**config.mk**
```make
export PLATFORM = sky130hd
export DESIGN_NAME = vc_slice_sched
export DESIGN_NICKNAME = d
export VERILOG_FILES = /design/src/rtl/vc_pkg.sv /design/src/rtl/vc_nibble_slice.sv /design/src/rtl/vc_slice_sched.sv
export SDC_FILE = /design/constraint.sdc
export NUM_CORES = 1
export LEC_CHECK = 0
export CORE_AREA = 2 2 80 82
export DETAILED_ROUTE_END_ITERATION = 10
export DIE_AREA = 0 0 82 84
export PLACE_DENSITY_LB_ADDON = 0.2
export SLEW_MARGIN = 20
export SYNTH_ARGS = -nofsm -noshare
export SYNTH_HDL_FRONTEND = slang
export SYNTH_SLANG_ARGS = --single-unit
```
**constraint.sdc**
```tcl
create_clock -name clk -period 2.98 [get_ports clk]
set_input_delay 0.894 -clock clk [delete_from_list [all_inputs] [get_ports clk]]
set_output_delay 0.894 -clock clk [all_outputs]
set_load 0.02 [all_outputs]
```
**src/rtl/vc_pkg.sv**
```systemverilog
// Shared types and the nibble combination function for the vc_slice_sched slice.
package vc_pkg;

  typedef enum logic [1:0] {IDLE, RUN, DONE} state_t;

  localparam int NIB_W = 4;

  function automatic logic [NIB_W-1:0] vc_nib(input logic [NIB_W-1:0] a,
                                              input logic [NIB_W-1:0] b);
    logic [NIB_W-1:0] c;
    c[0] = ~a[0];
    c[1] = ~b[0];
    c[2] = ~b[1];
    c[3] = ~((a[1] | a[2]) & (b[1] | b[2]) & (a[3] | b[3]));
    return c;
  endfunction

endpackage

```
**src/rtl/vc_nibble_slice.sv**
```systemverilog
// One nibble-wide combination slice; the scheduler time-multiplexes a single instance.
module vc_nibble_slice
  import vc_pkg::*;
(
  input  logic [NIB_W-1:0] a,
  input  logic [NIB_W-1:0] b,
  output logic [NIB_W-1:0] c
);

  assign c = vc_nib(a, b);

endmodule

```
**src/rtl/vc_slice_sched.sv**
```systemverilog
// Round-robin scheduler sharing one nibble slice among NREQ requesters,
// sequencing each captured operand pair over NIB beats.
module vc_slice_sched
  import vc_pkg::*;
#(
  parameter  int NREQ = 3,
  parameter  int NIB  = 3,
  localparam int W    = NIB_W * NIB,
  localparam int IDW  = (NREQ > 1) ? $clog2(NREQ) : 1
) (
  input  logic              clk,
  input  logic              rst,
  input  logic [NREQ-1:0]   req_valid,
  output logic [NREQ-1:0]   req_ready,
  input  logic [NREQ*W-1:0] req_a,
  input  logic [NREQ*W-1:0] req_b,
  output logic              res_valid,
  input  logic              res_ready,
  output logic [W-1:0]      res_data,
  output logic [IDW-1:0]    res_id,
  output logic              busy
);

  localparam int BW = (NIB > 1) ? $clog2(NIB) : 1;

  state_t           state;
  logic [BW-1:0]    beat;
  logic [IDW-1:0]   ptr;
  logic [IDW-1:0]   id_q;
  logic [W-1:0]     op_a;
  logic [W-1:0]     op_b;
  logic [W-1:0]     res_q;

  logic             grant_found;
  logic [IDW-1:0]   grant_idx;
  logic [IDW-1:0]   cand;
  logic [NIB_W-1:0] nib_a;
  logic [NIB_W-1:0] nib_b;
  logic [NIB_W-1:0] nib_c;

  // Search upward from ptr+1 so the last winner drops to lowest priority.
  always_comb begin
    grant_found = 1'b0;
    grant_idx   = '0;
    cand        = '0;
    for (int i = 1; i <= NREQ; i++) begin
      cand = IDW'((int'(ptr) + i) % NREQ);
      if (!grant_found && req_valid[cand]) begin
        grant_found = 1'b1;
        grant_idx   = cand;
      end
    end
  end

  always_comb begin
    req_ready = '0;
    if (state == IDLE && grant_found) req_ready[grant_idx] = 1'b1;
  end

  assign nib_a = op_a[NIB_W*int'(beat) +: NIB_W];
  assign nib_b = op_b[NIB_W*int'(beat) +: NIB_W];

  vc_nibble_slice u_slice (
    .a (nib_a),
    .b (nib_b),
    .c (nib_c)
  );

  always_ff @(posedge clk) begin
    if (rst) begin
      state <= IDLE;
      beat  <= '0;
      ptr   <= IDW'(NREQ - 1);
      id_q  <= '0;
      op_a  <= '0;
      op_b  <= '0;
      res_q <= '0;
    end else begin
      case (state)
        IDLE: begin
          if (grant_found) begin
            op_a  <= req_a[int'(grant_idx)*W +: W];
            op_b  <= req_b[int'(grant_idx)*W +: W];
            id_q  <= grant_idx;
            ptr   <= grant_idx;
            beat  <= '0;
            state <= RUN;
          end
        end
        RUN: begin
          res_q[NIB_W*int'(beat) +: NIB_W] <= nib_c;
          if (beat == BW'(NIB - 1)) state <= DONE;
          else                      beat  <= beat + 1'b1;
        end
        DONE: begin
          if (res_ready) state <= IDLE;
        end
        default: state <= IDLE;
      endcase
    end
  end

  // Result ports read zero outside DONE so the consumer never sees stale data.
  assign busy      = (state != IDLE);
  assign res_valid = (state == DONE);
  assign res_data  = res_valid ? res_q : '0;
  assign res_id    = res_valid ? id_q  : '0;

  a_ready_onehot: assert property (@(posedge clk) $onehot0(req_ready));
  a_ready_idle:   assert property (@(posedge clk) (req_ready != '0) |-> (state == IDLE));
  a_res_stable:   assert property (@(posedge clk) disable iff (rst)
                                   (res_valid && !res_ready) |=> $stable(res_data));

endmodule

```
Yosys cells after proc, flatten, opt, wreduce, memory -nomap -nowiden
Cells that the tools add are included.
{"block": "word_totals", "register_bits": 44, "rom_bits": 0, "mem_bits_rw": 0, "out_inout_bits": 19, "n_memories": 0, "latchBits": 0}
{"block": "op_classes", "magnitude_cmp": 5, "multipliers": 1, "div_mod_pow": 3, "shifts": 6, "n_bitwise": 9, "mux": 25, "reduce_logical": 12, "n_eq_ne": 7, "n_addsub": 5}
{"operator": "remainder unit 32 x 3 -> 32 bit, second input constant", "count": 3}
{"operator": "indexed part select 36 x 32 -> 12 bit", "count": 1}
{"operator": "indexed part select 36 x 7 -> 12 bit", "count": 1}
{"operator": "negation 4 -> 33 bit", "count": 1}
{"operator": "variable shift 4 x 33 -> 12 bit, first input constant", "count": 1}
{"operator": "indexed part select 4 x 33 -> 12 bit", "count": 1}
{"operator": "indexed part select 12 x 5 -> 4 bit", "count": 2}
{"operator": "2-to-1 mux 2 bit", "count": 9}
{"operator": "bitwise mux 12 bit", "count": 1}
{"operator": "< comparator 2 x 3 -> 1 bit, second input constant", "count": 4}
{"operator": "2-to-1 mux 12 bit", "count": 1}
{"operator": "2-to-1 mux 1 bit", "count": 7}
{"operator": "adder 2 x 2 -> 3 bit, second input constant", "count": 2}
{"operator": "binary-select mux 1 bit (select 2 bit)", "count": 3}
{"operator": "inequality test 2 bit, second input constant", "count": 3}
{"operator": "case mux 2 bit (3 select lines)", "count": 1}
{"operator": "AND reduction 3 bit", "count": 2}
{"operator": "== test 2 bit, second input constant", "count": 2}
{"operator": "logical AND 1 bit", "count": 4}
{"operator": "multiplier 2 x 2 -> 4 bit, second input constant", "count": 1}
{"operator": "NOT 1 bit", "count": 4}
{"operator": "case mux 2 bit (2 select lines)", "count": 1}
{"operator": "nonzero test 2 bit", "count": 2}
{"operator": "adder 2 x 1 -> 3 bit, second input constant", "count": 1}
{"operator": "other kinds (11)", "count": 15}

Longest topological paths before layout
Gate-level depths: netlist of the first run.
{"block": "depth", "ltp_word": 16, "mapped_depth": 12}

Cells and area by module
From an unflattened synthesis of the first run, not the netlist that was laid out.
{"block": "hier_totals", "cells_unflattened": 319, "hier_area_um2": 2661.3}
{"mod": "vc_slice_sched", "cells_each": 314, "seq_area_each_um2": 860.8, "area_each_um2": 2632.5, "instances": 1}
{"mod": "vc_nibble_slice", "cells_each": 5, "seq_area_each_um2": 0.0, "area_each_um2": 28.8, "instances": 1}

Worst setup path after synthesis of the first run
OpenSTA, ideal clock, no wires.
{"block": "synth_timing", "path_kind": "input port to output port", "startpoint": "input req_valid[1]", "endpoint": "output req_ready[1]", "n_path_buf": 1, "path_slack_ns": -0.060, "required_time_ns": 2.086, "t_arrival_ns": 2.146, "path_stages": 5, "cell_sequence": "a22oi_1 > o22a_1 > a31o_2 > buf_2 > nor3_1"}
{"block": "synth_via", "elab_chain_len": 14, "elab_cells_between_ends": 23, "classes_between": "order compare (2); mux (15); reduce/logical (6)"}
{"item": "start: declaration", "line": "vc_slice_sched.sv:13", "text": "input logic [NREQ-1:0] req_valid,"}
{"item": "binary-select mux 1 bit (select 2 bit)", "line": "vc_slice_sched.sv:48", "text": "if (!grant_found && req_valid[cand]) begin"}
{"item": "2-to-1 mux 1 bit (implied by the code)", "line": "vc_slice_sched.sv:48"}
{"item": "2-to-1 mux 1 bit", "line": "vc_slice_sched.sv:48"}
{"item": "logical NOT 1 bit", "line": "vc_slice_sched.sv:48"}
{"item": "logical AND 1 bit", "line": "vc_slice_sched.sv:48"}
{"item": "2-to-1 mux 1 bit", "line": "vc_slice_sched.sv:48"}
{"item": "logical NOT 1 bit", "line": "vc_slice_sched.sv:48"}
{"item": "logical AND 1 bit", "line": "vc_slice_sched.sv:48"}
{"item": "2-to-1 mux 2 bit", "line": "vc_slice_sched.sv:48"}
{"item": "< comparator 2 x 3 -> 1 bit (implied by the code) / greater-or-equal comparator 2 x 1 -> 1 bit (equally long branches)", "line": "vc_slice_sched.sv:57", "text": "if (state == IDLE && grant_found) req_ready[grant_idx] = 1'b1;"}
{"item": "logical AND 1 bit (implied by the code)", "line": "vc_slice_sched.sv:57"}
{"item": "2-to-1 mux 1 bit (implied by the code)", "line": "vc_slice_sched.sv:57"}
{"item": "demux 1 bit (select 2 bit)", "line": "vc_slice_sched.sv:57"}
{"item": "2-to-1 mux 3 bit *", "line": "vc_slice_sched.sv:57"}
{"item": "end: declaration", "line": "vc_slice_sched.sv:14", "text": "output logic [NREQ-1:0] req_ready,"}
Mark *: on every way between the ends. The rest lies on a longest branch, timed or not. The select of a mux whose other input is x is not followed.

Final worst setup path of the first run
{"block": "layout_timing", "startpoint": "input req_valid[2]", "endpoint": "output req_ready[1]"}
The elaborated chain is that of the path after synthesis.

==> results of run 1 <==
## how the worst max path moves through the flow
stage,from,endpoint,slack (ns),cells past startpoint
floorplan,req_valid[0],req_ready[2],0.01,6
global placement,req_valid[1],req_ready[2],-0.80,8
detailed placement,req_valid[1],req_ready[1],-0.84,8
CTS,req_valid[0],req_ready[0],0.002,7
global route,ptr[0],req_ready[1],-0.02,8
finish,req_valid[2],req_ready[1],0.01,6
## state kept, by name, indices dropped and copies added, names as in the netlist
name,cells
ptr,2
state,2
res_q,12
id_q,1
op_a,12
op_b,12
beat,2
## metal layers
metal  up-vias  global-route usage [%]  share of wire (%)
li1       1268                       -                  -
met1      1112                    26.1                 44
met2        77                    33.8                 50
met3         7                    4.00                5.4
met4         0                    6.36                1.1
met5         -                       0                  0
## cell type report
class                           count  area share (%)
Sequential cell                    43            22.3
Timing Repair Buffer              116            28.9
Tap cell                           77            2.49
Inverter                            6           0.583
Clock buffer                        7            2.49
Multi-Input combinational cell    221            43.1
Clock inverter                      1           0.194
## critical path: stages
cell and delay (ns):
buf_2 0.13, nor2b_4 0.13, or3_1 0.37, o211a_4 0.18, nor3_2 0.20, buf_4 0.17
## per-stage QoR
| step | setup slack (ns) | hold slack [ns] | TNS [ns] |
|---|---|---|---|
| 3_3_place_gp | -0.800 | 0.441 | -8.94 |
| 2_1_floorplan | 0.0147 | 0.427 | 0 |
| 4_1_cts | 0.00189 | 0.452 | 0 |
| 3_5_place_dp | -0.839 | 0.441 | -10.44 |
| 6_report | 0.0125 | 0.453 | 0 |
| 5_1_grt | -0.0243 | 0.469 | -0.0539 |
## repair_timing
action	in CTS	in global routing
endpoints found under the setup margin	11	3
setup buffers	0	3
gates resized for setup	29	10
pin swaps	2	4
endpoints found under the hold margin	0	0
## logic make-up (layout without fill, tap and decap cells)
family	after synthesis	in the layout	share of synthesized area (%)
mux	30	30	12.5
compound gates	81	81	24.1
buf+inv	29	130	6.41
flops	43	43	32.7
fa+ha+maj	8	8	3.80
simple gates	102	102	20.6
## placed cells by master, fill, tap and decap left out, types with 3 or more instances in the layout
master,n
a22oi_1,13
o22ai_2,10
and2_1,22
a21oi_1,8
buf_2,3
nor3_1,9
a31oi_1,18
ha_1,6
mux2_4,6
clkbuf_8,7
clkdlybuf4s50_1,89
inv_1,6
nor4b_1,3
nor2_1,31
mux2i_1,24
dfxtp_1,43
buf_4,19
and2_0,10
nand2_1,10
a221oi_1,4
o21ai_0,3
o22ai_1,11
nor2b_1,5
## report_power, final
group | internal [W] | total, W | switching (W)
Clock | 0.000211 | 0.000413 | 0.000202
Sequential | 0.000733 | 0.000833 | 0.0000998
Combinational | 0.000953 | 0.00203 | 0.00108
Total | 0.00190 | 0.00327 | 0.00138
==> impl_metrics.yaml, run 1 <==
run_status:
  status: "finished, final reports clean"
synthesis:
  yosys.area.top_type: "dfxtp_1"
  synthFlopType: "dfxtp_1"
  synthArstFlopShare_pct: 0
  synth-seq-cells: 43
  synth_area_um2: 2640
  avgSynthCellArea_um2: 9.00
  netlist_instances: 293
  ys_types: 44
  synth_edf_count: 0
  synth_top_area_share_pct: 32.7
  synth_fp_nets: 379
  synth_commonest_cells: "dfxtp_1 (43), nor2_1 (31), mux2i_1 (24)"
  synthTopCellsByArea: "dfxtp_1 (33%), mux2i_1 (9.1%), and2_1 (5.2%), o22ai_2 (4.7%), nor2_1 (4.4%)"
  yosysMostFrequentCell: "dfxtp_1"
  yosysSeqAreaShare_pct: 32.7
  ys.warnings.count: 0
setup_path:
  ff2ff_setup_slack_ns: 0.25
  timing.rr.start: "ptr[0]"
  required_ns: 2.09
  rr_worst_depth: 11
  crit_fanout: 5
  worstSetupEndpointType: "output pin"
  timing.rr.end: "op_b[0]"
  start_kind: "primary input"
  critPathKind: "in -> out"
  crit_arrival_ns: 2.07
clock_tree:
  root_buffer: "clkbuf_8"
  clk_pin_slew_ns: 0.08
  cts_buffers: 5
  ctsHoldBuffers: 0
  cts_max_path_buffers: 2
  htreeDepth: 2
  clk_latency_ns: 0.30
  cts_tree: "done"
  cts.sinks: 43
global_routing:
  gr-total-overflow: 0
  grt_pass1_vias: 2430
  grtUsageTotal_pct: 20.4
  grt_max_degree: 28
  grt_pass1_wl_mm: 11.1
  antenna_found_initial: 0
cells_and_area:
  layout-drive-gt1-share_pct: 17.0
  final_core_util_pct: 63.4
  regArea_um2: 861
  finalNonFillerCells: 471
  fill_cells: 544
  multi_input_area_um2: 1670
  nNetsFinal: 479
  diodes: 0
  stdcell_area_um2: 3860
  syn2layout_area_growth_pct: 46.6
sta:
  drv_slew: 0
  period_minus_slack_ns: 2.97
  rsz0062_at_grt: "true"
  finalCritPeriodShare_pct: 99.6
  relSlewSlack_pct: 54.6
  setup_violations: 0
  fmax_mhz: 337
  hold_violations: 0
  clock-skew-final_ns: 0.0106
  worstMarginPinSlew_ns: 0.672
route:
  wirelength_mm: 6.63
  first_pass_iters: 4
  drc: 0
  avgViaCountPerCell: 5.23
  num_vias: 2464
  drt_iter0_drc: 86
  wl_per_cell_um: 14.1
  ant_nets: 0
place:
  place_hpwl_mm: 4.98
  dp.cells: 460
  io_buffer_count: 96
  post_dp_cell_area_um2: 3710
  routabilityCongestion: 0.801
worst_hold_path:
  hold_depth: 2
  whs_endpoint: "res_q[7]"
  worstHoldStart: "res_q[7]"
  hp-class: "reg -> reg"
run:
  maxCapViolations: 0
floorplan:
  num_io_pins: 97
  num_rows: 29
  fp.dieH_um: 84
  dieArea_um2: 6890
  start_util_pct: 43.2
  die_w_um: 82
  core_area_um2: 6100
pwr:
  post-layout-total-power_w: 0.00327
  power.density_nw_per_um2: 847
  p_leak_nw: 1.43
  irDropWorstVdd_v: 0.000609
Note: power is estimated with default switching activity, not from simulation.
==> run 2, diff against run 1 <==
RECOVER_POWER = 50   (was not set)
==> impl_metrics.yaml, run 2 (synthesis gave the netlist of run 1 again) <==
run_status:
  status: "finished, final reports clean"
place:
  dp.cells: 460
  routabilityCongestion: 0.801
  io_buffer_count: 96
  place_hpwl_mm: 4.98
route:
  wirelength_mm: 6.64
  drt_iter0_drc: 66
  num_vias: 2469
  drc: 0
  ant_nets: 0
  wl_per_cell_um: 14.1
  first_pass_iters: 4
  avgViaCountPerCell: 5.24
clock_tree:
  cts.sinks: 43
  clk_pin_slew_ns: 0.08
  cts_max_path_buffers: 2
  clk_latency_ns: 0.30
  root_buffer: "clkbuf_8"
  cts_buffers: 5
  htreeDepth: 2
  ctsHoldBuffers: 0
  cts_tree: "done"
setup_path:
  startpoint: "req_valid[2]"
  start_kind: "primary input"
  crit_fanout: 5
  crit_arrival_ns: 2.07
  required_ns: 2.09
  critPathKind: "in -> out"
  worstSetupEndpointType: "output pin"
  timing.rr.start: "ptr[0]"
cells_and_area:
  finalNonFillerCells: 471
  nNetsFinal: 479
  layout-drive-gt1-share_pct: 16.5
  syn2layout_area_growth_pct: 46.3
  diodes: 0
  reg.largest.list: "op_a x12, op_b x12, res_q x12"
  final_cell_mix: "clkdlybuf4s50_1 (89), dfxtp_1 (43), nor2_1 (31), mux2i_1 (24), and2_1 (22)"
  layout.cells.most_common: "clkdlybuf4s50_1"
sta:
  worstMarginPinSlew_ns: 1.27
  rsz0062_at_grt: "true"
  clock-skew-final_ns: 0.00958
  drv_slew: 0
  hold_violations: 0
  relSlewSlack_pct: 15.3
  setup_violations: 0
  period_minus_slack_ns: 2.97
  finalCritPeriodShare_pct: 99.6
  fmax_mhz: 337
floorplan:
  dieArea_um2: 6890
  num_io_pins: 97
  die_w_um: 82
  start_util_pct: 43.2
  fp.dieH_um: 84
  num_rows: 29
  core_area_um2: 6100
pwr:
  power.density_nw_per_um2: 847
  p_leak_nw: 1.42
  irDropWorstVdd_v: 0.000599
  post-layout-total-power_w: 0.00327
global_routing:
  grt_pass1_vias: 2430
  grtUsageTotal_pct: 20.4
  grt_pass1_wl_mm: 11.1
  antenna_found_initial: 0
  grt_max_degree: 28
  gr-total-overflow: 0
worst_hold_path:
  worstHoldStart: "res_q[7]"
  hp-class: "reg -> reg"
run:
  maxCapViolations: 0
==> run 2: changes by cell type in the layout (fill, tap and decap cells not counted), sizes merged <==
cell,delta
buf,-3
clkbuf,+3
==> run 2: per-layer routing <==
layer,global-route usage (%),vias to the layer above,part of all wire (%)
met1,26.1,1115,44
met3,4.00,7,5.7
met5,0,-,0
li1,-,1269,-
met2,33.8,78,49
met4,6.36,0,1.1
==> run 2: where the power goes <==
part / switching [W] / total [W] / leakage (nW) / internal [W]
sequential: 0.000100 / 0.000834 / 0.353 / 0.000733
combinational: 0.00108 / 0.00202 / 1.02 / 0.000945
clock: 0.000201 / 0.000412 / 0.0505 / 0.000211
==> run 2: final timing paths <==
| check | cells after the start | endpoint | slack, ns |
|---|---|---|---|
| worst min-delay path | 2 | res_q[7] | 0.45 |
| worst max register to register | 11 | op_b[0] | 0.22 |
| worst min register to register | 2 | res_q[7] | 0.45 |
| worst max-delay path | 6 | req_ready[1] | 0.01 |
==> run 2: metrics by stage <==
| stage | hold WS (ns) | setup TNS (ns) | worst slack, ns | utilization (%) | cell area [um2] |
|---|---|---|---|---|---|
| 4_1_cts | 0.452 | 0 | 0.00189 | 62.6 | 3820 |
| 3_5_place_dp | 0.441 | -10.44 | -0.839 | 60.8 | 3710 |
| 3_3_place_gp | 0.441 | -8.94 | -0.800 | 60.8 | 3710 |
| 6_report | 0.453 | 0 | 0.0126 | 63.3 | 3860 |
| 5_1_grt | 0.469 | -0.0539 | -0.0243 | 63.3 | 3860 |
| 2_1_floorplan | 0.427 | 0 | 0.0147 | - | 2640 |
==> run 2: what timing repair did <==
| action | CTS | global route |
|---|---|---|
| hold endpoints to repair | 0 | 0 |
| pin swaps | 2 | 4 |
| resized for setup | 29 | 10 |
| buffers inserted | 0 | 3 |
| endpoints found under the setup margin | 11 | 3 |
==> run 2: area by class of cell <==
class                      instances  area (um2)
multi-input combinational        221        1670
clock buffer                       7        96.3
tap                               77        96.3
inverter                           6        22.5
sequential                        43         861
clock inverter                     1        7.51
fill                             547        2240
timing repair buffer             116        1110
==> run 2: critical path: stages <==
cell	delay, ns
buf_2	0.13
nor2b_4	0.13
or3_1	0.37
o211a_4	0.18
nor3_2	0.20
buf_4	0.17
==> run 3, diff against run 2 <==
SLEW_MARGIN = not set   (was 20)
==> results of run 3 <==
The final DEF is identical to that of run 2; final timing and power are the same.
